<file path="config.mk">
export PLATFORM = sky130hd
export DESIGN_NAME = divider_w
export DESIGN_NICKNAME = d
export VERILOG_FILES = /design/src/rtl/divider_w.sv
export SDC_FILE = /design/constraint.sdc
export NUM_CORES = 1
export LEC_CHECK = 0
export ABC_AREA = 1
export ABC_CLOCK_PERIOD_IN_PS = 5600
export CAP_MARGIN = 20
export CORE_ASPECT_RATIO = 1.4
export CORE_MARGIN = 3
export CORE_UTILIZATION = 30
export CTS_CLUSTER_DIAMETER = 150
export DETAILED_ROUTE_END_ITERATION = 6
export HOLD_SLACK_MARGIN = 0.08
export PLACE_DENSITY = 0.53
export REMOVE_ABC_BUFFERS = 1
export SYNTH_ARGS = -nofsm -noshare
export SYNTH_HDL_FRONTEND = slang
export SYNTH_SLANG_ARGS = --single-unit
</file>
<file path="constraint.sdc">
create_clock -name clk -period 5.6 [get_ports clk]
set_clock_uncertainty 0.15 [all_clocks]
set_input_delay 1.12 -clock clk [delete_from_list [all_inputs] [get_ports clk]]
set_output_delay 1.12 -clock clk [all_outputs]
set_load 0.03 [all_outputs]
</file>
<file path="src/rtl/divider_w.sv">
// Iterative restoring divider for a CPU DIV instruction: unsigned or signed (floored) mode,
// BPC quotient bits per cycle, result held until the next completed operation.
module divider_w #(
  parameter int WIDTH = 32,
  parameter int BPC   = 1
) (
  input  logic             clk,
  input  logic             rst,
  input  logic             run,
  input  logic             u,
  input  logic [WIDTH-1:0] x,
  input  logic [WIDTH-1:0] y,
  output logic             stall,
  output logic [WIDTH-1:0] quot,
  output logic [WIDTH-1:0] rem,
  output logic             dz
);

  localparam int N  = WIDTH / BPC;
  localparam int CW = $clog2(N);
  localparam logic [CW-1:0]    LAST = CW'(N - 1);
  localparam logic [WIDTH-1:0] ONE  = {{(WIDTH-1){1'b0}}, 1'b1};

  typedef enum logic [1:0] {IDLE, BUSY, FIX, DONE} state_t;

  state_t           state_q;
  logic [CW-1:0]    cnt_q;
  logic [WIDTH-1:0] quot_q, rem_q;
  logic             dz_q;

  logic [WIDTH-1:0] r_q, qs_q, ym_q, yv_q;
  logic             sx_q, sy_q;

  logic [WIDTH-1:0]   xm_c, ym_c;
  logic [2*WIDTH-1:0] step_c, fix_c;

  // BPC restoring steps: shift the next dividend bit into the partial remainder,
  // subtract the divisor magnitude when it fits and record the quotient bit.
  function automatic logic [2*WIDTH-1:0] div_step(input logic [WIDTH-1:0] r,
                                                  input logic [WIDTH-1:0] q,
                                                  input logic [WIDTH-1:0] d);
    logic [WIDTH:0]   t;
    logic [WIDTH-1:0] rr, qq;
    rr = r;
    qq = q;
    for (int i = 0; i < BPC; i++) begin
      t  = {rr, qq[WIDTH-1]};
      qq = {qq[WIDTH-2:0], 1'b0};
      if (t >= {1'b0, d}) begin
        t     = t - {1'b0, d};
        qq[0] = 1'b1;
      end
      rr = t[WIDTH-1:0];
    end
    return {rr, qq};
  endfunction

  // Turn magnitude results into a floored signed result; identity when both signs are 0.
  function automatic logic [2*WIDTH-1:0] floor_fix(input logic [WIDTH-1:0] qm,
                                                   input logic [WIDTH-1:0] rm,
                                                   input logic [WIDTH-1:0] yv,
                                                   input logic sx,
                                                   input logic sy);
    logic signed [WIDTH-1:0] qt, rt;
    qt = (sx ^ sy) ? -qm : qm;
    rt = sx ? -rm : rm;
    if ((rt != '0) && (sx != sy)) begin
      qt = qt - ONE;
      rt = rt + yv;
    end
    return {qt, rt};
  endfunction

  assign xm_c   = (u && x[WIDTH-1]) ? -x : x;
  assign ym_c   = (u && y[WIDTH-1]) ? -y : y;
  assign step_c = div_step(r_q, qs_q, ym_q);
  assign fix_c  = floor_fix(qs_q, r_q, yv_q, sx_q, sy_q);

  assign stall = run && (state_q != DONE);
  assign quot  = quot_q;
  assign rem   = rem_q;
  assign dz    = dz_q;

  always_ff @(posedge clk or negedge rst) begin
    if (!rst) begin
      state_q <= IDLE;
      cnt_q   <= '0;
      quot_q  <= '0;
      rem_q   <= '0;
      dz_q    <= 1'b0;
    end else begin
      case (state_q)
        IDLE: begin
          if (run) begin
            if (y == '0) begin
              state_q <= DONE;
              quot_q  <= '1;
              rem_q   <= x;
              dz_q    <= 1'b1;
            end else begin
              state_q <= BUSY;
              cnt_q   <= '0;
            end
          end
        end
        BUSY: begin
          if (!run)               state_q <= IDLE;
          else if (cnt_q == LAST) state_q <= FIX;
          else                    cnt_q   <= cnt_q + 1'b1;
        end
        FIX: begin
          if (!run) begin
            state_q <= IDLE;
          end else begin
            state_q <= DONE;
            quot_q  <= fix_c[2*WIDTH-1:WIDTH];
            rem_q   <= fix_c[WIDTH-1:0];
            dz_q    <= 1'b0;
          end
        end
        default: state_q <= IDLE;
      endcase
    end
  end

  // Operand capture happens only on the IDLE->BUSY transition; BUSY just iterates.
  always_ff @(posedge clk) begin
    if (state_q == IDLE && run && y != '0) begin
      r_q  <= '0;
      qs_q <= xm_c;
      ym_q <= ym_c;
      yv_q <= y;
      sx_q <= u & x[WIDTH-1];
      sy_q <= u & y[WIDTH-1];
    end else if (state_q == BUSY) begin
      r_q  <= step_c[2*WIDTH-1:WIDTH];
      qs_q <= step_c[WIDTH-1:0];
    end
  end

endmodule

</file>
# Word-level counts from Yosys, hierarchy flattened
# Cells that the tools add are included.
[word_totals]
reg_bits = 202
in_bits = 68
out_inout_bits = 66
wordCells = 84
[classes]
n_eq_ne = 12
n_reduce_logical = 16
n_mux = 33
magnitude_cmp = 1
bitwise_logic = 3
add_sub_neg = 8
[ops]
columns = ["op", "n"]
rows = [
  ["2-to-1 mux 32 bit", 15],
  ["negation 32 bit", 4],
  ["one-hot mux 32 bit (2 select lines)", 2],
  ["nonzero test 32 bit", 2],
  ["greater-or-equal comparator 33 x 32 -> 1 bit", 1],
  ["adder 32 bit", 1],
  ["logical NOT 32 bit", 1],
  ["subtractor 32 x 1 -> 32 bit, second input constant", 1],
  ["subtractor 32 bit", 1],
  ["2-to-1 mux 5 bit", 4],
  ["!= test 2 bit, second input constant", 7],
  ["2-to-1 mux 2 bit", 5],
  ["one-hot mux 5 bit (2 select lines)", 1],
  ["logical AND 1 bit", 6],
  ["one-hot mux 2 bit (3 select lines)", 1],
  ["nonzero test 2 bit", 3],
  ["adder 5 x 1 -> 5 bit, second input constant", 1],
  ["== test 5 bit, second input constant", 1],
  ["AND reduction 5 bit", 1],
  ["2-to-1 mux 1 bit", 4],
  ["AND reduction 4 bit", 1],
  ["!= test 3 bit, second input constant", 1],
  ["bitwise AND 1 bit", 2],
  ["== test 2 x 1 -> 1 bit, second input constant", 1],
  ["other kinds (6)", 6],
]

# Logic depth before layout (Yosys ltp)
[depth]
word_depth = 7
ltp_mapped = 25
depth_no_buf = 25

# Worst setup path after synthesis
# Ideal clock, no wire load.
[synth_timing]
path_type = "input port to flip-flop"
from = "input port y[0]"
to = "register qs_q[13] (data pin)"
arrival_ns = 4.452
setup_slack_ns = 0.640
required_ns = 5.092
setup_ns = 0.358
cell_stages = 13
path_buffers = 1
cell_sequence = "inv_1 -> ha_1 -> nand3_1 -> nor2_1 -> nand2_1 -> nor3_2 -> inv_1 -> nor2_1 -> nand4_1 -> nand3_1 -> nor2_1 -> clkbuf_1 -> o21ai_0"
[synth_via]
elab_chain_cells = 3
[synth_rtl]
columns = ["item", "line", "rtl"]
rows = [
  ["from (decl)", "12", "input logic [WIDTH-1:0] y,"],
  ["nonzero test 32 bit", "128", "if (state_q == IDLE && run && y != '0) begin"],
  ["logical AND 1 bit", "128", ""],
  ["2-to-1 mux 32 bit", "128", ""],
  ["to (signal assigned)", "130", "qs_q <= xm_c;"],
  ["to (signal assigned)", "137", "qs_q <= step_c[WIDTH-1:0];"],
  ["to (decl)", "31", "logic [WIDTH-1:0] r_q, qs_q, ym_q, yv_q;"],
]
# No other way between the ends.
# A chain may end at the register's enable or synchronous reset.

# Worst setup path in the final report
[layout_timing]
from = "input port y[1]"
to = "register qs_q[5] (enable)"
[layout_via]
elab_chain_cells = 3
[layout_rtl]
columns = ["item", "line"]
rows = [
  ["nonzero test 32 bit", "128"],
  ["logical AND 1 bit", "128"],
  ["nonzero test 2 bit (no source line)", "n/a"],
]
# No other way between the ends.

==> results.yml <==
run_status:
  status: "finished, final reports clean"
critical_path:
  crit_path_start_kind: "input pin"
  critPathLaunch: "y[1]"
  reg2reg_from: "sx_q"
  critPathRequiredTime_ps: 5670
  criticalPathCategory: "input pin to register"
  cp_max_fo: 59
  crit_path_end_kind: "register"
  cp.arrival_ps: 4430
clocking:
  cts.sinks: 201
  cts_resized: 0
  clock_path_buffers: 3
  htreeDepth: 1
  postCtsHoldBufs: 0
  cts_tree: "yes"
  path_clk_slew_ps: 60
  insertion_delay_ps: 570
  cts_setup_buffers: 0
  cts_root_buf: "clkbuf_16"
  cts_made_buffers: 24
logic_synthesis:
  yosysUniqueCellTypes: 56
  yosys_warnings: 0
  syn_area_um2: 16870
  synth_edf_count: 97
  netlist_instances: 2507
  synth_top_cell_by_area: "edfxtp_1"
  avgSynthCellArea_um2: 6.728
  ys_seq_area_frac: 0.3175
  synth.area.top_cells: "edfxtp_1, nand2_1, dfrtp_1"
  synthFlopType: "edfxtp_1"
  yosysMostFrequentCell: "nand2_1"
  synth-seq-cells: 201
  async_flop_share: 0.3582
  yosys.area.top_type_share: 0.1727
  synthTopCellsByCount: "nand2_1, nor2_1, inv_1"
die:
  fp-row-count: 102
  die_h_um: 286.6
  dieArea_um2: 59140
  ioPinCount: 134
  initial_core_util: 0.3038
  fp.coreArea_um2: 55520
  die_w_um: 206.4
power:
  peakVddDrop_mv: 0.2140
  p_leak_nw: 8.864
  p_seq_frac: 0.247
  pwr-share-comb: 0.595
  internal_power_mw: 5.123
  power.density_nw_per_um2: 523.2
  total_power_mw: 10.32
  switching_share: 0.5035
  netSwitchingPower_mw: 5.195
  power.clock.fraction: 0.157
sta:
  worst_slack_ps: 1238
  finalHoldViolCount: 0
  period_needed_ps: 4362
  max_freq_mhz: 229.3
  period_share: 0.7789
  timing.slew.headroom: 0.3518
  rsz0062_at_grt: "no"
  slew_violations: 0
  tightestPinTransition_ps: 960.1
  finalSetupViolations: 0
layout:
  n_antenna_cell: 0
  fillers: 6101
  nets: 2764
  layout-drive-gt1-share: 0.04856
  syn2layout_area_growth_pct: 16.92
  utilization: 0.3552
hold_path:
  min_from: "quot[17]"
  min_path_type: "register to register"
global_route:
  grt_util_all_layers: 0.2117
  grt_antenna_before_repair: 0
  grt_pass1_vias: 17050
  grt_max_degree: 66
  overflow: 0
  grt_pass1_wl_um: 96720
detailed_routing:
  wl_per_cell_um: 18.78
  dr_wl_met3_um: 1952
  vias_per_cell: 4.959
  drt-total-wl_um: 63180
  top_layer: "met4"
  m1WireLength_um: 22830
  ant_nets: 0
  vias: 16680
  wl_met2_um: 34950
  drc: 0
  drt_iter0_markers: 812
  dr.pass1.iters: 5
place:
  port-buffer-count: 133
  dpl.hpwl_um: 51670
  gp_congestion: 0.9467
  post-place-ws_ps: 644.3
run:
  cap_viol_max_count: 0
flip-flops by register name, indices dropped and copies added, names as in the netlist:
| signal | flops |
|---|---|
| rem | 32 |
| state_q | 2 |
| r_q | 32 |
| qs_q | 32 |
| sy_q | 1 |
| yv_q | 31 |
| quot | 32 |
| ym_q | 32 |
| cnt_q | 5 |
| dz | 1 |
| sx_q | 1 |
final timing paths:
path / endpoint / slack [ps] / cells past startpoint
max in group asynchronous: rem[21] / 3950 / 2
hold reg to reg: quot[17] / 330 / 2
setup reg to reg: rem[29] / 1400 / 16
setup / recovery: qs_q[5] / 1240 / 15
hold / removal: quot[17] / 330 / 2
min in group asynchronous: quot[20] / 350 / 1
cell usage in the layout (no fill, tap or decap), drive strengths merged, types with 2 or more instances in the layout:
cell type and instances:
o211ai 13, o21ai 184, o31ai 5, o21a 7, nand4 38, a211oi 2
o21bai 9, inv 290, a31oi 8, a21o 6, ha 76, a221oi 3
nor3b 2, and2 2, clkinvlp 2, clkbuf 26, nor4 9, or2 3
nand3 191, nor2 313, clkdlybuf4s50 132, dfxtp 32, a21boi 3, xnor2 55
nor3 29, bufinv 2, a22oi 28, edfxtp 97, buf 22, xor2 91
nand2 754, a21oi 101, clkinv 13, fa 2, nand3b 10, dfrtp 72
worst max-delay path: stages:
cell and delay (ps):
clkdlybuf4s50_1 420, inv_1 110, ha_1 180, nand3_1 110
nor2_1 100, nand2_1 80, nor3_2 200, inv_1 70
nor2_1 400, nand4_1 400, nand3_1 430, inv_2 110
nor2_2 250, inv_2 40, buf_4 340
layer usage:
metal	GRT usage	vias up
li1	-	8409
met1	0.2168	7793
met2	0.4198	348
met3	0.01827	132
met4	0.1046	0
met5	0	-
per-stage QoR:
stage               hold slack [ps]  setup TNS, ps  std cells  instance area (um^2)
global route                  350.1              0       3364                 19720
finish                        327.0              0       3364                 19720
global placement              312.0              0       3320                 18920
detailed placement            315.7              0       3320                 18920
floorplan                     309.4         -72610       2438                 16490
CTS                           331.8              0       3364                 19720
area by class of cell:
type | instances | area (um^2) | area share
well taps | 728 | 910.9 | 0.04619
flip-flops and latches | 201 | 5355 | 0.2716
clock inverters | 18 | 166.4 | 0.008439
repair buffers | 154 | 1486 | 0.07538
clock buffers | 26 | 629.4 | 0.03191
multi-input cells | 1948 | 10080 | 0.5114
inverters | 289 | 1087 | 0.05514
power by group through the flow:
| stage | clock network, mW | registers (mW) | logic [mW] |
|---|---|---|---|
| 2_1_floorplan | 0 | 2.87 | 3.77 |
| 3_3_place_gp | 0 | 2.58 | 6.13 |
| 3_5_place_dp | 0 | 2.58 | 6.16 |
| 4_1_cts | 1.67 | 2.56 | 6.19 |
| 5_1_grt | 1.73 | 2.62 | 6.87 |
| 6_report | 1.62 | 2.55 | 6.14 |
logic make-up (layout without fill, tap and decap cells):
group | after synthesis | count (layout) | share of synthesized area
AOI/OAI and AO/OA | 372 | 372 | 0.1245
xor gates and xnor gates | 146 | 146 | 0.07626
adders and majority gates | 78 | 78 | 0.05875
buffers and inverters | 358 | 487 | 0.08680
DFF | 201 | 201 | 0.3175
and+or+nand+nor | 1352 | 1352 | 0.3362
Power figures use the tool's default switching activity.
